$ cat config.mk
export PLATFORM = sky130hd
export DESIGN_NAME = vector_compare_seq
export DESIGN_NICKNAME = d
export VERILOG_FILES = /design/src/rtl/compare_seq_pkg.sv /design/src/rtl/settle_timer.sv /design/src/rtl/vector_compare_seq.sv
export SDC_FILE = /design/constraint.sdc
export NUM_CORES = 1
export LEC_CHECK = 0
export BUFFER_PORTS_ARGS = -buffer_cell sky130_fd_sc_hd__buf_2
export CAP_MARGIN = 10
export CORE_ASPECT_RATIO = 0.9
export CORE_MARGIN = 2
export CORE_UTILIZATION = 44
export DETAILED_ROUTE_END_ITERATION = 10
export GPL_ROUTABILITY_DRIVEN = 0
export PLACE_DENSITY_LB_ADDON = 0.08
export REMOVE_ABC_BUFFERS = 1
export SLEW_MARGIN = 5
export SYNTH_ARGS = -nofsm -noshare
export SYNTH_HDL_FRONTEND = slang
export SYNTH_SLANG_ARGS = --single-unit
export TNS_END_PERCENT = 1
$ cat constraint.sdc
create_clock -name clock -period 2.2 [get_ports clock]
set_input_delay 0.22 -clock clock [delete_from_list [all_inputs] [get_ports clock]]
set_output_delay 0.22 -clock clock [all_outputs]
set_load 0.05 [all_outputs]
$ cat src/rtl/compare_seq_pkg.sv
// Shared types and helpers for the vector compare sequencer:
// FSM state encoding, settle-time limits and the saturating counter step.
package compare_seq_pkg;

  typedef enum logic [2:0] {
    IDLE  = 3'd0,
    FETCH = 3'd1,
    WAIT  = 3'd2,
    CHECK = 3'd3,
    DONE  = 3'd4
  } state_t;

  // Settle time is held in an 8-bit down-counter.
  localparam int SETTLE_MIN = 1;
  localparam int SETTLE_MAX = 255;
  localparam int TIMER_W    = 8;

  // Counters are handled through a 64-bit helper, so CNT_W may not exceed it.
  localparam int CNT_W_MAX  = 64;

  // Increment that sticks at max_value instead of wrapping.
  function automatic logic [63:0] sat_inc(input logic [63:0] value,
                                          input logic [63:0] max_value);
    return (value >= max_value) ? value : value + 64'd1;
  endfunction

endpackage

$ cat src/rtl/settle_timer.sv
// Loadable 8-bit down-counter used to time the DUT settle interval.
// load has priority over en; the count holds once it reaches zero.
module settle_timer
  import compare_seq_pkg::*;
(
  input  logic               clock,
  input  logic               reset_n,
  input  logic               load,
  input  logic [TIMER_W-1:0] load_val,
  input  logic               en,
  output logic               zero
);

  logic [TIMER_W-1:0] count;

  // Load on request, otherwise count down while enabled and not yet empty.
  always_ff @(posedge clock or negedge reset_n) begin
    if (!reset_n) begin
      count <= '0;
    end else if (load) begin
      count <= load_val;
    end else if (en && (count != '0)) begin
      count <= count - 1'b1;
    end
  end

  assign zero = (count == '0);

endmodule

$ cat src/rtl/vector_compare_seq.sv
// Stimulus/compare sequencer: fetches {stimulus, expected} records from a
// pattern source, drives the stimulus onto the circuit under test, waits the
// settle time, samples and compares the response, and keeps run statistics.
// Optional build macro: COMPARE_MASK_EN adds a per-vector compare mask port
// (pat_mask); without it every output bit is compared.
module vector_compare_seq
  import compare_seq_pkg::*;
#(
  parameter int STIM_W = 2,
  parameter int EXP_W  = 1,
  parameter int SETTLE = 19,
  parameter int CNT_W  = 16
) (
  input  logic              clock,
  input  logic              reset_n,
  input  logic              start,
  input  logic              abort,
  input  logic              pat_valid,
  output logic              pat_ready,
  input  logic [STIM_W-1:0] pat_stim,
  input  logic [EXP_W-1:0]  pat_expect,
`ifdef COMPARE_MASK_EN
  input  logic [EXP_W-1:0]  pat_mask,
`endif
  input  logic              pat_last,
  output logic [STIM_W-1:0] dut_stim,
  input  logic [EXP_W-1:0]  dut_out,
  output logic              busy,
  output logic              done,
  output logic              pass,
  output logic              mismatch,
  output logic [CNT_W-1:0]  vec_count,
  output logic [CNT_W-1:0]  err_count,
  output logic [CNT_W-1:0]  first_err_idx,
  output logic              first_err_vld
);

  // Elaboration-time guard on the configuration.
  if ((SETTLE < SETTLE_MIN) || (SETTLE > SETTLE_MAX)) begin : g_bad_settle
    $error("vector_compare_seq: SETTLE must be within 1..255");
  end
  if ((CNT_W < 1) || (CNT_W > CNT_W_MAX)) begin : g_bad_cnt_w
    $error("vector_compare_seq: CNT_W must be within 1..64");
  end

  // One vector spans FETCH (1 cycle) + WAIT (SETTLE-1 cycles) + CHECK
  // (1 cycle), so the response is sampled SETTLE edges after the stimulus
  // update. The timer is loaded so that it reaches zero in the last WAIT
  // cycle; with SETTLE==1 there is no WAIT cycle and FETCH goes to CHECK.
  localparam logic [TIMER_W-1:0] TMR_LOAD  = (SETTLE >= 2) ? TIMER_W'(SETTLE - 2) : '0;
  localparam logic               SKIP_WAIT = (SETTLE == 1);
  localparam logic [63:0]        CNT_ONES  = 64'({CNT_W{1'b1}});

  state_t             state;
  logic [EXP_W-1:0]   exp_q;
  logic               last_q;
  logic [EXP_W-1:0]   diff;
  logic               fail;
  logic               accept;
  logic               tmr_zero;

`ifdef COMPARE_MASK_EN
  logic [EXP_W-1:0]   mask_q;

  // Latch the compare mask alongside the expected value.
  always_ff @(posedge clock or negedge reset_n) begin
    if (!reset_n) begin
      mask_q <= '0;
    end else if (accept) begin
      mask_q <= pat_mask;
    end
  end

  assign diff = (dut_out ^ exp_q) & mask_q;
`else
  assign diff = dut_out ^ exp_q;
`endif

  assign fail   = |diff;
  assign accept = (state == FETCH) && pat_valid && !abort;

  settle_timer u_settle_timer (
    .clock    (clock),
    .reset_n  (reset_n),
    .load     (accept),
    .load_val (TMR_LOAD),
    .en       (state == WAIT),
    .zero     (tmr_zero)
  );

  // Sequencer FSM together with the stimulus, latched record and run counters.
  always_ff @(posedge clock or negedge reset_n) begin
    if (!reset_n) begin
      state         <= IDLE;
      dut_stim      <= '0;
      exp_q         <= '0;
      last_q        <= 1'b0;
      mismatch      <= 1'b0;
      vec_count     <= '0;
      err_count     <= '0;
      first_err_idx <= '0;
      first_err_vld <= 1'b0;
    end else begin
      mismatch <= 1'b0;
      if (abort) begin
        // Abort leaves counters and stimulus as they are and skips any compare.
        state <= IDLE;
      end else begin
        case (state)
          IDLE, DONE: begin
            if (start) begin
              vec_count     <= '0;
              err_count     <= '0;
              first_err_idx <= '0;
              first_err_vld <= 1'b0;
              state         <= FETCH;
            end
          end
          FETCH: begin
            if (pat_valid) begin
              dut_stim <= pat_stim;
              exp_q    <= pat_expect;
              last_q   <= pat_last;
              state    <= SKIP_WAIT ? CHECK : WAIT;
            end
          end
          WAIT: begin
            if (tmr_zero) begin
              state <= CHECK;
            end
          end
          CHECK: begin
            vec_count <= CNT_W'(sat_inc(64'(vec_count), CNT_ONES));
            if (fail) begin
              err_count <= CNT_W'(sat_inc(64'(err_count), CNT_ONES));
              mismatch  <= 1'b1;
              if (!first_err_vld) begin
                first_err_vld <= 1'b1;
                first_err_idx <= vec_count;
              end
            end
            state <= last_q ? DONE : FETCH;
          end
          default: state <= IDLE;
        endcase
      end
    end
  end

  assign pat_ready = (state == FETCH);
  assign busy      = (state == FETCH) || (state == WAIT) || (state == CHECK);
  assign done      = (state == DONE);
  assign pass      = (state == DONE) && (err_count == '0);

endmodule
### Word level (Yosys, flattened, before mapping)

Cells that the tools add are included.

| cells by class | value |
|---|---|
| mux-type cells | 23 |
| add/subtract/negate cells | 3 |
| equal/unequal tests | 12 |
| reductions and logical operators | 20 |
| bitwise operators | 2 |
| $lt $le $gt $ge | 2 |

Operator list:

| cell | count |
|---|---|
| 16-bit 2-to-1 mux | 6 |
| 16-bit case mux with 2 select lines | 3 |
| 16-bit by 1-bit adder with 16-bit output, second input constant | 2 |
| 16-bit >= comparator, second input constant | 2 |
| 16-bit logical NOT | 1 |
| 8-bit 2-to-1 mux | 2 |
| 3-bit 2-to-1 mux | 5 |
| 3-bit case mux with 4 select lines | 1 |
| 2-bit != test, second input constant | 5 |
| 5-bit AND reduction | 2 |
| 3-bit != test, second input constant | 3 |
| 8-bit logical NOT | 1 |
| 4-bit AND reduction | 2 |
| 8-bit nonzero test | 1 |
| 8-bit by 1-bit subtractor with 8-bit output, second input constant | 1 |
| 3-bit by 2-bit == test with 1-bit output, second input constant | 2 |
| 3-bit AND reduction | 2 |
| 1-bit 2-to-1 mux | 5 |
| 1-bit logical AND | 4 |
| 2-bit nonzero test | 2 |
| 3-bit by 1-bit == test with 1-bit output, second input constant | 1 |
| 3-bit == test, second input constant | 1 |
| 3-bit logical NOT | 1 |
| 1-bit logical OR | 2 |
| 5 further kinds | 5 |

| storage, ports and cells | value |
|---|---|
| bits of input ports | 10 |
| output and inout bits | 56 |
| bits in registers | 65 |

### Logic depth before layout (Yosys ltp)

Gate-level depths: netlist of the first run.

| depth | value |
|---|---|
| word-level depth | 4 |
| mapped depth | 8 |
| depth with buffers taken out | 7 |

### Cells and area by module

From an unflattened synthesis of the first run, not the netlist that was laid out.

| unflattened totals | value |
|---|---|
| cells, all modules | 397 |
| area, all modules | 3823.7 um2 |

Modules (own cells, without submodules):

| module | seq. area each (um2) | times used | cells each | area an instance (um2) |
|---|---|---|---|---|
| vector_compare_seq | 1426.4 | 1 | 339 | 3295.7 |
| settle_timer | 200.2 | 1 | 58 | 528.0 |

### Least setup slack after synthesis of the first run

Ideal clock, no wire load.

| timing | value |
|---|---|
| path type | register -> register |
| start point | register state[0] |
| end point | register dut_stim[1] |
| required time | 2075 ps |
| period minus slack after synthesis | 2734 ps |
| cell stages (with the launch flop) | 6 |
| path slack | -534 ps |
| data arrival time | 2609 ps |
| cell sequence | dfrtp_1 -> buf_2 -> nor3b_1 -> and3_1 -> buf_2 -> mux2_2 |

| on the way | value |
|---|---|
| word-level cells in the longest chain between the ends | 2 |

RTL lines:

| element | line | RTL |
|---|---|---|
| start: declaration | vector_compare_seq.sv:54 | `state_t state;` |
| start signal: assignment | vector_compare_seq.sv:124 | `state <= SKIP_WAIT ? CHECK : WAIT;` |
| start signal: assignment | vector_compare_seq.sv:142 | `state <= last_q ? DONE : FETCH;` |
| 3-bit by 1-bit == test with 1-bit output | - |  |
| net pat_ready | vector_compare_seq.sv:19 | `output logic pat_ready,` |
| 3-bit AND reduction (no line) | - |  |
| end signal: assignment | vector_compare_seq.sv:121 | `dut_stim <= pat_stim;` |
| end: declaration | vector_compare_seq.sv:26 | `output logic [STIM_W-1:0] dut_stim,` |

The timed path passes the listed nets, and every way through them passes these cells.
A chain may end at the register's enable or synchronous reset.

### Worst setup path after layout of the first run

| timing | value |
|---|---|
| start point | register err_count[7] |
| end point | output port pass |

| on the way | value |
|---|---|
| word-level cells in the longest chain between the ends | 2 |

RTL lines:

| element | line | RTL |
|---|---|---|
| start: declaration | vector_compare_seq.sv:33 | `output logic [CNT_W-1:0] err_count,` |
| start signal: assignment | vector_compare_seq.sv:135 | `err_count <= CNT_W'(sat_inc(64'(err_count), CNT_ONES));` |
| 16-bit logical NOT | vector_compare_seq.sv:153 | `assign pass = (state == DONE) && (err_count == '0);` |
| 1-bit logical AND | vector_compare_seq.sv:153 |  |
| end: declaration | vector_compare_seq.sv:30 | `output logic pass,` |

No other way between the ends.

==> impl_results.md, run 1 <==
* Hold Crit Start: pat_last
* Final Hold Viols at 0
* Status: completed
* Netlist cell types at 60
* R2R Path Start: vec_count[1]
* FF-to-FF End: vec_count[7]
* Largest family of logic cells by synthesized area: simple AND/OR/NAND/NOR gates
* Cells on worst reg2reg path at 6
* Number of primary I/O pins at 66
* Drt via density at between 5 and 6
* Startpoint types: flop
* MaxCap Viol Count at 0
* CP Data Required Time at slightly below 2000 ps
* Netlist Area Pre-Place at between 3000 and 4000 sq um
* Met1 Wirelength at ~4.4 mm
* Worst path max stage delay at ~560 ps
* Die Area at 8520 sq um
* Post-layout instance area at about 4300 sq um
* Met3 routed WL at 457 um
* Cell area after placement at roughly 4000 sq um
* EDFF count, synth at 0
* Crit path DAT at approximately 1900 ps
* # setup viols final at 0
* Post-route clock period utilization at 0.967
* WS Path Type: reg2out
* Ys async rst share at 1.00
* TritonCTS clock tree: done
* Worst hold path class: in2reg
* Initial Util at 0.455
* Min Clock Period, post-route at roughly 2100 ps
* Final ANT Viol Nets at 0
* R2r setup slk at ~170 ps
* Number of global-route vias before repair at between 2000 and 3000
* Layout cells sized above 1 at 0.270
* Crit-path cells: or4_1, nor4_1, and4_1, buf_6
* Port bufs at 65
* Mapped Avg Cell Area at 9.20 sq um
* Synth Area in Adders at 0.0182
* H-tree Lvls at 3
* Leakage at approximately 2.0 nW
* WL final at roughly 9 mm
* Initial antenna violation count at 0
* Global-route wire length before repair at between 10 and 15 mm
* Detailed Routing Iterations Pass 1 at 5
* F_max at about 470 MHz
* Overflow left after global routing at 0
* Max Buffers Root-to-Sink at 2
* Hpwl dp at approximately 6.4 mm
* Slowest cell on crit path: or4_1
* Total power at 3.33 mW
* Clock skew after layout at a little under 10 ps
* Worst path buffer plus inverter count at 1
* CP endpoint kind: output pin
* Fin. max-slew vios at 0
* Compound-Gate Fraction of Synth Area at 0.184
* Skew-Pair Late Insertion Delay at 350 ps
* Ant diodes at 0
* DIE HEIGHT at approximately 90 um
* CTS Buf Count at 9
* Row count at 30
* DRC at 0
* XOR/XNOR Fraction of Synth Area at 0.0179
* Slew headroom at 0.645
* Clock-pin transition on the worst setup and hold timing paths at about 80 ps
* Core area at ~7500 sq um
* Met2 routed WL at 4.01 mm
* Actual slew at the worst max-slew pin at 533 ps
* WL/cell at 16.0 um
* Clock root buffer: clkbuf_8
* Synth Area in Simple Gates at 0.243
* Crit path max-delay family: simple AND/OR/NAND/NOR gates
* Critical Path Fanout Max at 6
* Worst Hold Depth at 2
* Synth Warn # at 0
* Unrepaired setup endpoints after global routing: yes
* Yosys reg bits at 65
* Largest net degree at the start of global routing at 33
* Power Dens Cells at between 700 and 800 nW/um^2
* Synthesized instance count at between 300 and 400
* Max VDD drop at approximately 0.43 mV
* Multiplexer share of the synthesized area at 0.0281
* Nets@finish at between 400 and 500
* Top_reg_cell synth: dfrtp_1
* Sink Count at 65
* Post-synthesis sequential area ratio at 0.474
* P&R area growth vs syn at 24.4%
* Vias at 3164
* Fillers at approximately 690
* Worst Hold End: last_q
* GRT Overall Usage at 0.216
* Top Layer Used: met4
* Die width at between 90 and 100 um
* 1st-iter DRT viols at between 100 and 150
-- timing repair --
| item | in CTS | in global routing |
|---|---|---|
| gates cloned | 0 | 1 |
| resized for setup | 1 | 2 |
| setup endpoints to repair | 1 | 7 |
| endpoints found under the hold margin | 21 | 0 |
| pin swaps | 0 | 1 |
| hold buffers | 1 | 0 |
| buffers inserted | 0 | 3 |
-- final cells by class --
class | instances | area, sq um | share of cell area
Sequential cell | 65 | 1630 | 0.381
Inverter | 15 | 56.3 | 0.0132
Timing Repair Buffer | 90 | 522 | 0.122
Clock inverter | 6 | 114 | 0.0267
Tap cell | 96 | 120 | 0.0281
Multi-Input combinational cell | 280 | 1690 | 0.396
Clock buffer | 10 | 138 | 0.0322
-- state kept, by name, summed over array words and instances, names as in the netlist --
name / flops
dut_stim: 2
err_count: 16
exp_q: 1
first_err_idx: 16
first_err_vld: 1
last_q: 1
mismatch: 1
state: 3
u_settle_timer.count: 8
vec_count: 16
-- layout by cell type (no fill, tap or decap), drive strengths merged, types with 4 or more instances in the layout --
cell    count
o211ai      5
mux2i       4
clkbuf     10
nand3      21
o21ai      45
a31oi       7
xor2        5
o31ai       6
nor2       26
nand2      58
inv        16
buf        89
nand2b      4
or4         4
nor3        6
nor4        4
nand3b      5
and4        6
and3        5
mux2        5
dfrtp      65
ha          5
nand4       9
a21oi      17
-- through the flow --
stage                     cells  TNS (ps)  utilization  hold slack, ps  worst slack [ps]
after global placement      541         0        0.526             234               255
after global routing        562     -11.9        0.566            84.3             -11.9
after detailed placement    541         0        0.526             225               119
final                       562         0        0.566            99.7              71.7
after floorplan             359     -4100            -           -75.6              -524
after CTS                   558         0        0.561            88.7              35.1
-- routing by layer --
layer  vias up  global-route usage
li1       1533                   -
met1      1539               0.310
met2        85               0.330
met3         7              0.0559
met4         0              0.0563
met5         -                   0
-- cells in the mapped netlist, types with 5 or more instances --
| cell | n | area share |
|---|---|---|
| a21oi_1 | 16 | 0.023 |
| inv_1 | 14 | 0.015 |
| nand4_1 | 8 | 0.015 |
| mux2_2 | 5 | 0.016 |
| buf_2 | 6 | 0.0087 |
| nor2_1 | 25 | 0.027 |
| nor3_1 | 6 | 0.0087 |
| nand3_1 | 20 | 0.029 |
| a31oi_1 | 7 | 0.013 |
| nand2_1 | 56 | 0.061 |
| o21ai_0 | 41 | 0.060 |
| xor2_1 | 5 | 0.013 |
| dfrtp_1 | 65 | 0.47 |
| o211ai_1 | 5 | 0.011 |
| and4_1 | 6 | 0.015 |
| ha_1 | 5 | 0.018 |
| o31ai_1 | 6 | 0.013 |
| clkbuf_1 | 6 | 0.0066 |
| and3_1 | 5 | 0.0091 |
-- worst register-to-register path, stage by stage, from the launching register on --
cell and delay [ps]:
dfrtp_1 430, ha_1 250, nand3_1 150, or4_4 600, and2_2 260, a21oi_1 160, a31oi_1 50
-- power breakdown --
| part | internal [mW] | leakage [nW] | total [mW] | switching, mW |
|---|---|---|---|---|
| clock | 0.787 | 0.119 | 1.29 | 0.505 |
| sequential | 1.31 | 0.884 | 1.42 | 0.114 |
| combinational | 0.219 | 1.00 | 0.613 | 0.394 |
-- worst max-delay path by stage --
stage                 start       endpoint  slack [ps]  depth (start not counted)
2_1_floorplan      state[0]    dut_stim[0]        -520                          3
3_3_place_gp   vec_count[0]  vec_count[14]         250                          6
3_5_place_dp   vec_count[0]  vec_count[15]         120                          6
4_1_cts        err_count[7]           pass          40                          4
5_1_grt        err_count[7]           pass         -10                          4
6_report       err_count[7]           pass          70                          4
-- cells by family after synthesis --
kind of cell               Yosys count
xor gates and xnor gates             7
adders and majority gates            5
muxes                                9
DFF                                 65
buffers and inverters               29
AOI/OAI and AO/OA                   98
and+or+nand+nor                    160
No activity file was read; power rests on OpenSTA's default activity.
==> run 2, diff against run 1 <==
--- a/config.mk
+++ b/config.mk
@@ -10,8 +10,10 @@
 export CORE_ASPECT_RATIO = 0.9
 export CORE_MARGIN = 2
 export CORE_UTILIZATION = 44
+export CTS_CLUSTER_SIZE = 14
 export DETAILED_ROUTE_END_ITERATION = 10
 export GPL_ROUTABILITY_DRIVEN = 0
+export HOLD_SLACK_MARGIN = 0.12
 export PLACE_DENSITY_LB_ADDON = 0.08
 export REMOVE_ABC_BUFFERS = 1
 export SLEW_MARGIN = 5
==> constraint.sdc (replaced) <==
create_clock -name clock -period 2.5 [get_ports clock]
set_input_delay 0.25 -clock clock [delete_from_list [all_inputs] [get_ports clock]]
set_output_delay 0.25 -clock clock [all_outputs]
set_load 0.05 [all_outputs]
==> impl_results.md, run 2 (same netlist as run 1, synthesis figures left out) <==
* CP Data Required Time at approximately 2300 ps
* Highest-count cells in the layout ignoring fill and taps: dfrtp_1 (65), buf_2 (65), nand2_1 (56)
* Die Area at 8520 sq um
* Hold WS at approximately 90 ps
* Port bufs at 65
* DIE HEIGHT at around 88 um
* Net Sw Frac at 0.319
* Die width at about 97 um
* Hpwl dp at between 6 and 7 mm
* Unrepaired setup endpoints after global routing: no
* Number of global-route vias before repair at around 2800
* 1st-iter DRT viols at between 150 and 200
* Crit path max-delay family: simple AND/OR/NAND/NOR gates
* Number of primary I/O pins at 66
* Max VDD drop at between 0.3 and 0.4 mV
* Psw at 0.828 mW
* Ant diodes at 0
* Max Buffers Root-to-Sink at 2
* F_max at 446 MHz
* Critical Path Fanout Max at 9
* Largest net degree at the start of global routing at 66
* # hold bufs at CTS at 0
* R2R Path Start: err_count[0]
* Clock skew after layout at a little under 10 ps
* Post-route clock period utilization at 0.896
* Worst path buffer plus inverter count at 1
* Setup TNS at 0 ps
* Global-route wire length before repair at 14.3 mm
* Flop pwr share at 0.481
* Startpoint types: flop
* CTS Buf Count at 9
* Slew headroom at 0.435
* Actual slew at the worst max-slew pin at 848 ps
* WS Path Type: reg2out
* Final ANT Viol Nets at 0
* Skew-Pair Late Insertion Delay at around 340 ps
* Power Dens Cells at 642 nW/um^2
* DRC at 0
* Dpl cells at ~530
* Comb pwr share at 0.201
* # setup viols final at 0
* Fin cells at about 540
* Cell area after placement at just under 4000 sq um
* Clock root buffer: clkbuf_8
* Clock-pin transition on the worst setup and hold timing paths at 70 ps
* TritonCTS clock tree: done
* Final Hold Viols at 0
* H-tree Lvls at 3
* Detailed Routing Iterations Pass 1 at 4
* CP endpoint kind: output pin
* Leakage at around 1.9 nW
* Layout cells sized above 1 at 0.234
* GRT Overall Usage at 0.210
* Post-layout instance area at roughly 4000 sq um
* P&R area growth vs syn at 17.7%
* Internal power at roughly 1.8 mW
* Clock power frac at 0.319
* Fin. max-slew vios at 0
* Cts repair resizes at 0
* Status: completed
* WL final at 8.76 mm
* Overflow left after global routing at 0
* Sink Count at 65
* Min Clock Period, post-route at between 2000 and 2500 ps
* Slowest cell on crit path: or4_1
* Layout Utilization at 0.535
* Core area at 7540 sq um
* Drt via density at ~5.8
* Biggest regs: err_count (16), first_err_idx (16), vec_count (16)
* Initial Util at 0.455
* Worst path max stage delay at 550 ps
* MaxCap Viol Count at 0
* Crit path from: err_count[4]
* Crit path DAT at approximately 2000 ps
* Initial antenna violation count at 1
* Worst hold path class: in2async
* Crit-path cells: or4_1, nor4_1, and4_1, buf_2
* Nets@finish at ~460
* Row count at 30
* Vias at 3125
* Post-CTS setup buffers at 0
* WL/cell at 16.2 um
-- run 2: path summary, 6_finish.rpt --
check                                         to  slack (ps)  depth (start not counted)
worst min-delay path            first_err_idx[3]          90                          2
worst max-delay path                        pass         260                          4
max in group asynchronous           err_count[7]        1850                          2
worst max register to register     err_count[14]         390                          6
worst min register to register  first_err_idx[3]         470                          2
min in group clock                   dut_stim[1]         140                          2
-- run 2: routing by layer --
metal / wire, um / up-vias / GRT usage
met4: 53 / 0 / 0.0640
met1: 4080 / 1527 / 0.281
met2: 4070 / 89 / 0.326
met3: 549 / 4 / 0.0726
met5: 0 / - / 0
li1: - / 1505 / -
-- run 2: stage by stage --
step / total power, mW / setup slack (ps)
after CTS: 2.63 / 255
after floorplan: 1.63 / -224
after global routing: 2.74 / 87.9
after detailed placement: 1.79 / 448
after global placement: 1.78 / 463
final: 2.59 / 260
-- run 2: final cells by class --
type / instances / area, sq um
fillers: 740 / 3510
clock inverters: 2 / 12.5
multi-input cells: 279 / 1680
inverters: 15 / 56.3
clock buffers: 13 / 169
well taps: 96 / 120
flip-flops and latches: 65 / 1630
repair buffers: 71 / 370
-- run 2: power by group through the flow --
stage	Combinational [mW]	Sequential, mW	Clock (mW)
after floorplan	0.283	1.35	0
after global placement	0.517	1.26	0
after detailed placement	0.525	1.27	0
after CTS	0.528	1.25	0.855
after global routing	0.573	1.27	0.897
final	0.521	1.25	0.826
==> run 3, diff against run 2 <==
--- a/config.mk
+++ b/config.mk
@@ -9,7 +9,7 @@
 export CAP_MARGIN = 10
 export CORE_ASPECT_RATIO = 0.9
 export CORE_MARGIN = 2
-export CORE_UTILIZATION = 44
+export CORE_UTILIZATION = 60
 export CTS_CLUSTER_SIZE = 14
 export DETAILED_ROUTE_END_ITERATION = 10
 export GPL_ROUTABILITY_DRIVEN = 0
==> impl_results.md, run 3 (same netlist as run 1, synthesis figures left out) <==
* CTS Buf Count at 9
* Crit-path cells: or4_1, nor4_1, and4_1, buf_2
* 1st-iter DRT viols at 343
* Number of primary I/O pins at 66
* Clock-pin transition on the worst setup and hold timing paths at ~80 ps
* P&R area growth vs syn at 19.2%
* Cell area after placement at between 3000 and 4000 sq um
* Slowest cell on crit path: or4_1
* Layout Utilization at 0.731
* Actual slew at the worst max-slew pin at 693 ps
* Largest net degree at the start of global routing at 39
* Overflow left after global routing at 0
* Min Clock Period, post-route at between 2000 and 2500 ps
* Fillers at 443
* Hpwl dp at around 5.9 mm
* WS Path Type: reg2out
* CP endpoint kind: output pin
* MaxCap Viol Count at 0
* FF+latch area at ~1600 sq um
* Power Dens Cells at ~660 nW/um^2
* Worst Hold End: state[0]
* Drt via density at around 6
* Clock root buffer: clkbuf_8
* Worst path max stage delay at 530 ps
* H-tree Lvls at 3
* Detailed Routing Iterations Pass 1 at 5
* GRT Overall Usage at 0.284
* Crit path DAT at around 2100 ps
* Nets@finish at 461
* Startpoint types: flop
* R2R Path Start: vec_count[0]
* Die width at ~84 um
* Post-CTS setup buffers at 0
* Total power at 2.71 mW
* Post-layout instance area at ~4100 sq um
* Highest-count cells in the layout ignoring fill and taps: dfrtp_1 (65), buf_2 (65), nand2_1 (56)
* Vias at roughly 3200
* Skew-Pair Late Insertion Delay at between 300 and 400 ps
* Fin. max-slew vios at 0
* F_max at 431 MHz
* TritonCTS clock tree: done
* Row count at 26
* Port bufs at 65
* Critical Path Fanout Max at 9
* Area of the multi-input gates at 1680 sq um
* WL final at 8.44 mm
* Slew headroom at 0.537
* FF-to-FF End: vec_count[14]
* Post-route clock period utilization at 0.929
* Initial antenna violation count at 0
* Hold Crit Start: abort
* Ant diodes at 0
* Core area at between 5000 and 6000 sq um
* DP Worst Slack at roughly 420 ps
* Global-route wire length before repair at ~14 mm
* DIE HEIGHT at about 76 um
* Max Buffers Root-to-Sink at 2
* Initial Util at 0.613
* Worst Hold Depth at 2
* CP Data Required Time at roughly 2300 ps
* Final setup margin at roughly 180 ps
* Status: completed
* Layout cells sized above 1 at 0.235
* Die Area at 6340 sq um
* Clock skew after layout at 6.53 ps
* R2r setup slk at between 300 and 400 ps
* Cells on worst reg2reg path at 6
* Max VDD drop at 0.526 mV
* DRC at 0
* Biggest regs: err_count (16), first_err_idx (16), vec_count (16)
* Unrepaired setup endpoints after global routing: no
* Number of global-route vias before repair at about 2900
* WL/cell at between 15 and 20 um
* Final Hold Viols at 0
* Leakage at ~1.9 nW
* Worst hold path class: in2reg
* Sink Count at 65
* Setup TNS at 0 ps
* # setup viols final at 0
* Final ANT Viol Nets at 0
## run 3: layout make-up
cell class,count,area share
flip-flops and latches,65,0.398
clock buffers,10,0.0336
clock inverters,6,0.0162
repair buffers,76,0.106
inverters,15,0.0138
multi-input cells,279,0.412
well taps,70,0.0214
## run 3: layer usage
metal | track usage | part of all wire | up-vias
met5 | 0 | 0 | -
met4 | 0.106 | 0.013 | 0
met3 | 0.0867 | 0.084 | 15
met2 | 0.419 | 0.45 | 148
met1 | 0.402 | 0.45 | 1485
li1 | - | - | 1505
## run 3: worst max-delay path by stage
stage	from	end	slack, ps
after floorplan	state[0]	dut_stim[0]	-220
after global placement	vec_count[0]	vec_count[15]	440
after detailed placement	vec_count[0]	vec_count[14]	420
after CTS	err_count[4]	pass	180
after global routing	err_count[4]	pass	50
final	err_count[4]	pass	180
## run 3: through the flow
stage          hold slack [ps]  instances
2_1_floorplan            -45.6        359
3_3_place_gp               305        500
4_1_cts                    185        521
5_1_grt                    200        521
3_5_place_dp               323        500
6_report                   195        521
## run 3: timing repair
| action | 4_1_cts | 5_1_grt |
|---|---|---|
| endpoints found under the hold margin | 31 | 0 |
| resized for setup | 0 | 0 |
| hold buffers | 5 | 0 |
## run 3: report_power, final
part / switching [mW] / total (mW) / internal [mW]
Combinational: 0.349 / 0.539 / 0.190
Sequential: 0.0989 / 1.25 / 1.15
Clock: 0.435 / 0.923 / 0.489
Total: 0.883 / 2.71 / 1.83
## run 3: critical path, delay by kind of cell (launching register included)
kind	cells	cell delay (ps)
flip-flops	1	470
buffers and inverters	1	260
AND/OR/NAND/NOR	3	990
